<file path="config.mk">
export PLATFORM = sky130hd
export DESIGN_NAME = fetch_unit_flat
export DESIGN_NICKNAME = d
export VERILOG_FILES = /design/src/rtl/fetch_unit_pkg.sv /design/src/rtl/fetch_unit_if.sv /design/src/rtl/fetch_fifo.sv /design/src/rtl/fetch_unit.sv /design/src/flat_wrapper.sv
export SDC_FILE = /design/constraint.sdc
export NUM_CORES = 1
export LEC_CHECK = 0
export ABC_AREA = 1
export CAP_MARGIN = 20
export CORE_ASPECT_RATIO = 1.1
export CORE_MARGIN = 2
export CORE_UTILIZATION = 49
export DETAILED_ROUTE_END_ITERATION = 12
export PLACE_DENSITY = 0.84
export SLEW_MARGIN = 20
export SYNTH_ARGS = -nofsm -noshare
export SYNTH_HDL_FRONTEND = slang
export SYNTH_SLANG_ARGS = --single-unit
</file>
<file path="constraint.sdc">
create_clock -name clk -period 4.9 [get_ports clk]
set_clock_uncertainty 0.1 [all_clocks]
set_input_delay 0.49 -clock clk [delete_from_list [all_inputs] [get_ports clk]]
set_output_delay 0.49 -clock clk [all_outputs]
set_load 0.02 [all_outputs]
</file>
<file path="src/rtl/fetch_unit_pkg.sv">
// Shared types and constants for the instruction fetch unit.
// Holds the reset PC default, buffer depth, control-state encoding and the buffer entry layout.
package fetch_unit_pkg;

    localparam logic [31:0] FETCH_RESET_PC   = 32'h0000_0000;
    localparam int          FETCH_FIFO_DEPTH = 2;

    typedef enum logic [1:0] {
        ST_RUN   = 2'd0,
        ST_STALL = 2'd1,
        ST_KILL  = 2'd2
    } fetch_state_e;

    typedef struct packed {
        logic [31:0] pc;
        logic [31:0] instr;
    } fetch_entry_t;

    // Instruction fetches are word aligned; the low two PC bits carry no meaning.
    function automatic logic [31:0] align_pc(input logic [31:0] pc);
        return pc & 32'hFFFF_FFFC;
    endfunction

endpackage

</file>
<file path="src/rtl/fetch_unit_if.sv">
// Fetch unit bus bundle: ROM read port, branch redirect input and IF->ID handshake.
// master = fetch unit, slave = surrounding pipeline/ROM.
interface fetch_unit_if #(
    parameter int ROM_ADDR_W = 12
);
    logic                  redirect_valid;
    logic [31:0]           redirect_pc;
    logic                  rom_en;
    logic [ROM_ADDR_W-1:0] rom_address;
    logic [31:0]           rom_data;
    logic                  out_valid;
    logic                  out_ready;
    logic [31:0]           out_instruction;
    logic [31:0]           out_pc;

    modport master (
        input  redirect_valid, redirect_pc, rom_data, out_ready,
        output rom_en, rom_address, out_valid, out_instruction, out_pc
    );

    modport slave (
        output redirect_valid, redirect_pc, rom_data, out_ready,
        input  rom_en, rom_address, out_valid, out_instruction, out_pc
    );
endinterface

</file>
<file path="src/rtl/fetch_fifo.sv">
// Two-entry {pc, instruction} buffer between the ROM response and the IF/ID register.
// The head entry is a register so the IF->ID outputs come straight from flops.
module fetch_fifo
    import fetch_unit_pkg::*;
(
    input  logic         clk,
    input  logic         reset,
    input  logic         push,
    input  logic         pop,
    input  logic         flush,
    input  fetch_entry_t push_data,
    output fetch_entry_t head,
    output logic         head_valid,
    output logic [1:0]   count
);
    fetch_entry_t entry1;
    logic         pop_ok;
    logic         push_ok;

    assign pop_ok     = pop && (count != 2'd0);
    assign push_ok    = push && ((count != 2'd2) || pop_ok);
    assign head_valid = (count != 2'd0);

    always_ff @(posedge clk) begin
        if (reset || flush) begin
            count <= 2'd0;
        end else begin
            count <= count + {1'b0, push_ok} - {1'b0, pop_ok};
        end
    end

    // NOTE: payload registers carry no reset; count alone defines which entries are meaningful.
    always_ff @(posedge clk) begin
        if (pop_ok) begin
            head <= entry1;
        end
        if (push_ok) begin
            // Land in the head slot when it is (or is becoming) the only occupied entry.
            if ((count == 2'd0) || ((count == 2'd1) && pop_ok)) begin
                head <= push_data;
            end else begin
                entry1 <= push_data;
            end
        end
    end

endmodule

</file>
<file path="src/rtl/fetch_unit.sv">
// Instruction fetch unit: issues ROM reads with credit-based flow control against a 2-entry
// buffer, streams one instruction per cycle and restarts from a branch target on redirect.
module fetch_unit
    import fetch_unit_pkg::*;
#(
    parameter logic [31:0] RESET_PC   = FETCH_RESET_PC,
    parameter int          ROM_ADDR_W = 12,
    parameter int          FIFO_DEPTH = FETCH_FIFO_DEPTH
) (
    input logic          clk,
    input logic          reset,
    fetch_unit_if.master bus
);
    logic [31:0]  fetch_pc;
    logic [31:0]  inflight_pc;
    logic         inflight;
    fetch_state_e state;
    logic         kill;
    logic         pop;
    logic         push;
    logic         issue;
    logic [1:0]   count;
    logic [2:0]   occupancy;
    logic [2:0]   next_occupancy;
    fetch_entry_t head;
    logic         head_valid;

    assign kill = (state == ST_KILL);
    assign pop  = head_valid && bus.out_ready;

    // Credit counts buffered entries plus the read in flight; a same-cycle pop frees a slot.
    assign occupancy      = {1'b0, count} + {2'b00, inflight} - {2'b00, pop};
    assign issue          = !reset && !bus.redirect_valid && (occupancy < 3'(FIFO_DEPTH));
    assign push           = inflight && !kill && !bus.redirect_valid;
    assign next_occupancy = {1'b0, count} + {2'b00, push} - {2'b00, pop} + {2'b00, issue};

    assign bus.rom_en          = issue;
    assign bus.rom_address     = fetch_pc[ROM_ADDR_W+1:2];
    assign bus.out_valid       = head_valid;
    assign bus.out_pc          = head.pc;
    assign bus.out_instruction = head.instr;

    always_ff @(posedge clk) begin
        if (reset) begin
            fetch_pc <= RESET_PC;
            inflight <= 1'b0;
            state    <= ST_RUN;
        end else begin
            inflight <= issue;
            if (bus.redirect_valid) begin
                fetch_pc <= align_pc(bus.redirect_pc);
                state    <= ST_KILL;
            end else begin
                if (issue) begin
                    fetch_pc <= fetch_pc + 32'd4;
                end
                state <= (next_occupancy >= 3'(FIFO_DEPTH)) ? ST_STALL : ST_RUN;
            end
        end
    end

    // Tag for the outstanding read; only consumed when inflight says it is live.
    always_ff @(posedge clk) begin
        if (issue) begin
            inflight_pc <= fetch_pc;
        end
    end

    fetch_fifo u_fifo (
        .clk        (clk),
        .reset      (reset),
        .push       (push),
        .pop        (pop),
        .flush      (bus.redirect_valid),
        .push_data  ('{pc: inflight_pc, instr: bus.rom_data}),
        .head       (head),
        .head_valid (head_valid),
        .count      (count)
    );

endmodule

</file>
<file path="src/flat_wrapper.sv">
// flat-port wrapper written by rule: the top's interface ports become plain ports
module fetch_unit_flat import fetch_unit_pkg::*;
#(
    parameter logic [31:0] RESET_PC   = FETCH_RESET_PC,
    parameter int          ROM_ADDR_W = 12,
    parameter int          FIFO_DEPTH = FETCH_FIFO_DEPTH
)
  (clk, reset, bus_redirect_valid, bus_redirect_pc, bus_rom_data, bus_out_ready, bus_rom_en, bus_rom_address, bus_out_valid, bus_out_instruction, bus_out_pc);
  fetch_unit_if #(.ROM_ADDR_W(ROM_ADDR_W)) bus_i ();
  input logic clk;
  input logic reset;
  input wire logic [$bits(bus_i.redirect_valid)-1:0] bus_redirect_valid;
  input wire logic [$bits(bus_i.redirect_pc)-1:0] bus_redirect_pc;
  input wire logic [$bits(bus_i.rom_data)-1:0] bus_rom_data;
  input wire logic [$bits(bus_i.out_ready)-1:0] bus_out_ready;
  output wire logic [$bits(bus_i.rom_en)-1:0] bus_rom_en;
  output wire logic [$bits(bus_i.rom_address)-1:0] bus_rom_address;
  output wire logic [$bits(bus_i.out_valid)-1:0] bus_out_valid;
  output wire logic [$bits(bus_i.out_instruction)-1:0] bus_out_instruction;
  output wire logic [$bits(bus_i.out_pc)-1:0] bus_out_pc;
  assign bus_i.redirect_valid = bus_redirect_valid;
  assign bus_i.redirect_pc = bus_redirect_pc;
  assign bus_i.rom_data = bus_rom_data;
  assign bus_i.out_ready = bus_out_ready;
  assign bus_rom_en = bus_i.rom_en;
  assign bus_rom_address = bus_i.rom_address;
  assign bus_out_valid = bus_i.out_valid;
  assign bus_out_instruction = bus_i.out_instruction;
  assign bus_out_pc = bus_i.out_pc;
  fetch_unit #(.RESET_PC(RESET_PC), .ROM_ADDR_W(ROM_ADDR_W), .FIFO_DEPTH(FIFO_DEPTH)) u_core (.clk(clk), .reset(reset), .bus(bus_i));
endmodule
</file>
==> metrics.md <==
| Metric | Value |
|---|---|
| Status | completed |
| Synth-to-layout area growth | 25.4% |
| Drt initial violations | 446 |
| Crit path max-delay family | buffers and inverters |
| Cell taking the most area after synthesis | edfxtp_1 |
| Post-cts hold buffer count | 0 |
| Die extent in y | 138 um |
| Wirelength per Cell | 15.3 um |
| Worst path max stage delay | 0.61 ns |
| DRT antenna net count | 0 |
| Clock Tree Buf Depth | 2 |
| Initial Utilization | 0.497 |
| Adder-cell share of the synthesized area | 0.0112 |
| Post-CTS Resized | 0 |
| Critical Path RT | 4.31 ns |
| Vias in the first global route | 6,005 |
| Most frequent cells in the layout | nand2_1 (202), a21oi_1 (148), clkdlybuf4s50_1 (143) |
| Synth Instances | 883 |
| Syn nets | 957 |
| Leakage power | 3.88 nW |
| Number of synthesized flops with an enable pin | 92 |
| Hold path start | u_core.u_fifo.head[33] |
| Hold/Removal Path Class | reg2reg |
| Die area | 17,500 um2 |
| Post-synthesis compound-gate area fraction | 0.109 |
| Yosys reg bits | 191 |
| Crit path cell chain | clkdlybuf4s50_1 > nand2_2 > nor2_1 > o21ai_0 > fa_1 > xnor2_1 > nand3_2 > inv_2 > clkdlybuf4s50_1 |
| M2 GR Usage | 0.348 |
| Worst R2R End | u_core.state[0] |
| Main area contributors after synthesis | edfxtp_1 (34%), dfxtp_1 (25%), nand2_1 (9.5%) |
| Synthesized cell area | 8040 um2 |
| Drt pass-1 iters | 5 |
| Hold slack final | 0.351 ns |
| Maximum vdd ir drop | 279 uV |
| Clock transition at path regs | 0.07 ns |
| Crit path arrival time | 2.91 ns |
| Final Cycle Share | 0.714 |
| Least-Margin Pin Slew | 0.914 ns |
| First-pass GRT wire length | 30,100 um |
| CP Launch Type | input port |
| Avg Vias per Cell | 5.30 |
| CTS H-tree depth | 4 |
| CTS tree | built |
| DRC errors left | 0 |
| Fin nets | 1,071 |
| Filler cells | 1,329 |
| Placer Congestion | 0.820 |
| DP HPWL | 11,700 um |
| Ant. Diodes | 0 |
| GR Util All Layers | 0.212 |
| Via count | 6,434 |
| Post-synth top area share | 0.344 |
| Core area | 16,200 um2 |
| Routing usage on met3 | 0.0426 |
| Syn avg cell area | 9.11 um2 |
| Pwr dens | 432 nW/um2 |
| Post-synthesis mux area share | 0.00124 |
| Simple-gate share of the synthesized area | 0.207 |
| Clk_lat worst skew | 0.43 ns |
| Boundary pin count | 146 |
| Setup tns final | 0 ns |
| Port bufs | 143 |
| Slowest cell on crit path | clkdlybuf4s50_1 |
| GR Layer Usage met1 | 0.281 |
| Crit path kind | in2out |
| Synth warn | 0 |
| Reg2reg setup slack | 1.73 ns |
| CTS root buf | clkbuf_16 |
| Buffers & Inverters on Critical Path | 3 |
| Gr ovfl total | 0 |
| Crit path capture type | output pin |
| Die width | 126 um |
| Largest family of logic cells by synthesized area | simple AND/OR/NAND/NOR gates |
| Gr busiest metal | met2 |
| RSZ-0062 raised after global routing | false |
| Top FF cell, synth | dfxtp_1 |
| Min Tclk post-route | 3.50 ns |
| Reg2reg start | u_core.u_fifo.count[1] |
| CTS Buf Count | 17 |
| Slew Viols, Final | 0 |
| R2R depth | 15 |
| Antenna violations before repair | 0 |
| Share of layout cells above drive strength 1 | 0.0525 |
| # Max-Cap Violations | 0 |
| Clock sinks | 191 |
| Synth Area in XOR/XNOR | 0.0131 |
| WHS Path Cells | 2 |
| CP most frequent cell | clkdlybuf4s50_1 |
| Crit-path max FO | 3 |
| Final-report hold violation count | 0 |
| Site row count | 49 |
| Max Freq | 286 MHz |
| Sequential area share after synthesis | 0.590 |
| Unique masters post-synth | 34 |
| Post-synth ARST share | 0 |
| Finish-stage setup viols | 0 |
| Final WL | 18,600 um |
| Commonest non-fill, non-tap cell in the layout | nand2_1 |
| Relative slew margins | 0.391 |
| Postcts setup bufs | 0 |
| Hold EP | u_core.u_fifo.head[33] |
| Largest net degree at the start of global routing | 67 |
## cell families (layout without fill, tap and decap cells)
logic type / Yosys count / in the layout
AO/OA/AOI/OAI: 167 / 167
XOR/XNOR: 12 / 12
adder cells (fa/ha/maj): 6 / 6
buffers and inverters: 115 / 241
flip-flops: 191 / 191
multiplexers: 1 / 1
AND/OR/NAND/NOR: 391 / 391
## per-stage QoR
| step | setup WS, ns | total power [W] | utilization | instances | instance area (um2) |
|---|---|---|---|---|---|
| finish | 1.40 | 0.00436 | 0.623 | 1213 | 10100 |
| global route | 1.23 | 0.00454 | 0.623 | 1213 | 10100 |
| CTS | 1.36 | 0.00439 | 0.623 | 1213 | 10100 |
| detailed placement | 1.24 | 0.00301 | 0.586 | 1182 | 9490 |
| global placement | 1.37 | 0.00298 | 0.586 | 1182 | 9490 |
| floorplan | 0.653 | 0.00252 | - | 883 | 8040 |
## cell usage after synthesis, types with 6 or more instances
master / instances
nand2_1: 203
buf_6: 6
o21ai_0: 6
a21oi_1: 148
xnor2_1: 6
edfxtp_1: 92
buf_2: 16
nor2_1: 61
xor2_1: 6
clkbuf_1: 17
nand3_1: 55
buf_4: 14
dfxtp_1: 99
nor3_1: 61
inv_1: 56
o21bai_1: 6
## routing by layer
metal  up-vias  wire length [um]
met4         0               363
met2       236              9190
met5         -                 0
met3        29              1130
li1       3189                 -
met1      2980              7890
## final cells by class
cell class | count | area, um2 | share of cell area
flip-flops and latches | 191 | 4740 | 0.471
multi-input cells | 577 | 2760 | 0.274
repair buffers | 152 | 1510 | 0.150
clock buffers | 17 | 425 | 0.0422
well taps | 204 | 255 | 0.0253
inverters | 58 | 218 | 0.0216
clock inverters | 14 | 170 | 0.0169
## how the worst max path moves through the flow
| stage | from | to | cells after the start |
|---|---|---|---|
| CTS | bus_out_ready | bus_rom_en | 9 |
| floorplan | bus_out_ready | u_core.u_fifo.entry1[0] | 4 |
| global route | bus_out_ready | bus_rom_en | 9 |
| finish | bus_out_ready | bus_rom_en | 9 |
| global placement | bus_out_ready | u_core.state[0] | 14 |
| detailed placement | bus_out_ready | u_core.state[0] | 14 |
## where the power goes
part	switching, W	leakage, nW	total, W	internal, W
Clock	0.000589	0.282	0.00139	0.000799
Combinational	0.000488	1.92	0.000954	0.000466
Sequential	0.000136	1.67	0.00202	0.00188
Total	0.00121	3.88	0.00436	0.00315
## sequential cells by signal, indices dropped and copies added (netlist names)
name,flops
u_core.u_fifo.head,64
u_core.u_fifo.entry1,62
u_core.fetch_pc,30
u_core.inflight_pc,30
u_core.state,2
u_core.u_fifo.count,2
u_core.inflight,1
## worst min-delay path, cell delays in order, from the launching register on
cell,delay (ns)
dfxtp_1,0.31
nand2_1,0.06
nor2_1,0.04
No activity file was read; power rests on OpenSTA's default activity.
==> patch: new RTL, config.mk and constraints unchanged <==
Make the reset (`reset`) asynchronous in one clocked block.
--- a/src/rtl/fetch_unit.sv
+++ b/src/rtl/fetch_unit.sv
@@ -41,5 +41,5 @@
     assign bus.out_instruction = head.instr;
 
-    always_ff @(posedge clk) begin
+    always_ff @(posedge clk or posedge reset) begin
         if (reset) begin
             fetch_pc <= RESET_PC;
Formal check against the unedited RTL: differs if reset is asserted again (counterexample within 4 cycles, from zero or initial values and one cycle with reset high); with reset held inactive, the same outputs for 4 cycles.
==> patch against the unedited design <==
  * Count of clock-buffer cells in the layout rose by 1
  * Setup slack got worse by 0.31 ns
  * Sequential cell count did not move
  * Register-to-register slack got worse by 0.27 ns
  * Critical path depth unchanged
  * Sequential power grew 2%
  * Maximum frequency fell by 8.2%
  * Area after synthesis decreased by 0.61%
  * First-iteration DRC count shrank 13%
  * Total power grew 3.1%
  * Die area fell by 0.59%
  * Final area is 0.36% lower
  * Routed wire length down 1.6%
  * Largest cell class unchanged
==> patch: results <==
[finish]
nets = 1060
post-route-util_pct = 63.36
fill_cells = 1311
drive_gt1_share_pct = 4.905

[synth]
syn-num-nets = 939
ys_async_sr_fraction_pct = 17.28
ys_warn_count = 0
seq_area_frac_synth_pct = 61.43
synth_fa_ha_area_share_pct = 1.127
synth_commonest_cells = "nand2_1 (220), a21oi_1 (124), nor2_1 (114), edfxtp_1 (92), nand3_1 (80)"
synth_ff_type = "edfxtp_1"
yosys-top-cells-area = "edfxtp_1 (35%), dfxtp_1 (17%), dfrtp_1 (10%)"
yosysUniqueCellTypes = 29
synth_compound_area_share_pct = 8.923
synthXorXnorAreaFrac_pct = 0.7671
synth_mux_area_share_pct = 0.1252

[routing]
wl_um = 18280
drt_iter0_drc = 390
via_per_inst = 5.262

[place]
placed_area_um2 = 9448
hpwlAfterDp_um = 11620
gp_congestion = 0.8598

[power_and_ir_drop]
ir_drop_mv = 0.2831
p_leak_uw = 0.004145
power.switching_uw = 1279

[global_route]
first_global_vias = 5839
grt_pass1_wl_um = 29460
grtUsageTotal_pct = 21.52
grt_max_degree = 65

[clock_tree]
cts_resized = 0
clock_path_buffers = 2

[run_status]
status = "completed"

[setup_path]
reg2reg_depth = 14
worstPathArrival_ns = 3.22
slowest_delay_ns = 0.69
r2r-end = "u_core.state[0]"
crit_path_start = "u_core.u_fifo.count[1]"
worstPathMaxFanout = 7
reg2reg_slack_ns = 1.46

[sta]
worstMarginPinSlew_ns = 1.019
drv_slew = 0
[patch: cell count changes after synthesis, sizes merged, moves of 24 or more]
cell   unedited run  this run
nor3             62         1
nor2             66       114
dfrtp             0        33
dfxtp            99        66
a21oi           148       124
nand3            56        80
[patch: cells by family after synthesis]
group,Yosys count
AO/OA/AOI/OAI,138
XOR/XNOR,7
adder cells (fa/ha/maj),6
buffers and inverters,101
flip-flops,191
multiplexers,1
AND/OR/NAND/NOR,421
[patch: through the flow]
| step | cells | hold slack [ns] | worst slack, ns |
|---|---|---|---|
| 2_1_floorplan | 865 | 0.3268 | 0.7695 |
| 3_3_place_gp | 1167 | 0.3317 | 1.280 |
| 3_5_place_dp | 1167 | 0.3336 | 1.241 |
| 4_1_cts | 1199 | 0.3485 | 1.035 |
| 5_1_grt | 1199 | 0.3566 | 0.8930 |
| 6_report | 1199 | 0.3462 | 1.091 |
[patch: area by class of cell]
cell class,count,area share (%)
sequential,191,48.87
timing repair buffer,152,14.92
clock inverter,14,1.681
tap,200,2.491
multi-input combinational,573,25.86
clock buffer,18,4.272
inverter,51,1.906
[patch: power by group through the flow]
stage / registers, uW / clock network, uW / logic (uW)
floorplan: 2280 / 0 / 344
global placement: 2100 / 0 / 1010
detailed placement: 2110 / 0 / 1030
CTS: 2080 / 1420 / 1040
global route: 2100 / 1470 / 1110
finish: 2070 / 1390 / 1030
[patch: critical path, delay by kind of cell, from the launching register on]
family                   cells  cell delay (ns)
buffers and inverters        3             0.88
AND/OR/NAND/NOR              4             0.77
flip-flops                   1             0.52
adder cells (fa/ha/maj)      1             0.49
AO/OA/AOI/OAI                1             0.13
[patch: how the worst min path moves through the flow]
stage                      startpoint                        to  cells after the start  slack [ns]
2_1_floorplan  u_core.inflight_pc[30]  u_core.u_fifo.entry1[62]                      0        0.33
3_3_place_gp   u_core.inflight_pc[17]  u_core.u_fifo.entry1[49]                      0        0.33
3_5_place_dp    u_core.inflight_pc[7]  u_core.u_fifo.entry1[39]                      0        0.33
4_1_cts        u_core.u_fifo.head[33]    u_core.u_fifo.head[33]                      2        0.35
5_1_grt         u_core.inflight_pc[7]  u_core.u_fifo.entry1[39]                      0        0.36
6_report       u_core.u_fifo.head[33]    u_core.u_fifo.head[33]                      2        0.35
[patch: per-layer routing]
metal	track usage, %	part of all wire (%)	wire (um)	vias up
met2	36.16	49	9039	224
li1	-	-	-	3096
met3	3.511	4.8	875	30
met4	8.791	2.3	417	0
met1	28.19	43	7951	2959
met5	0	0	0	-
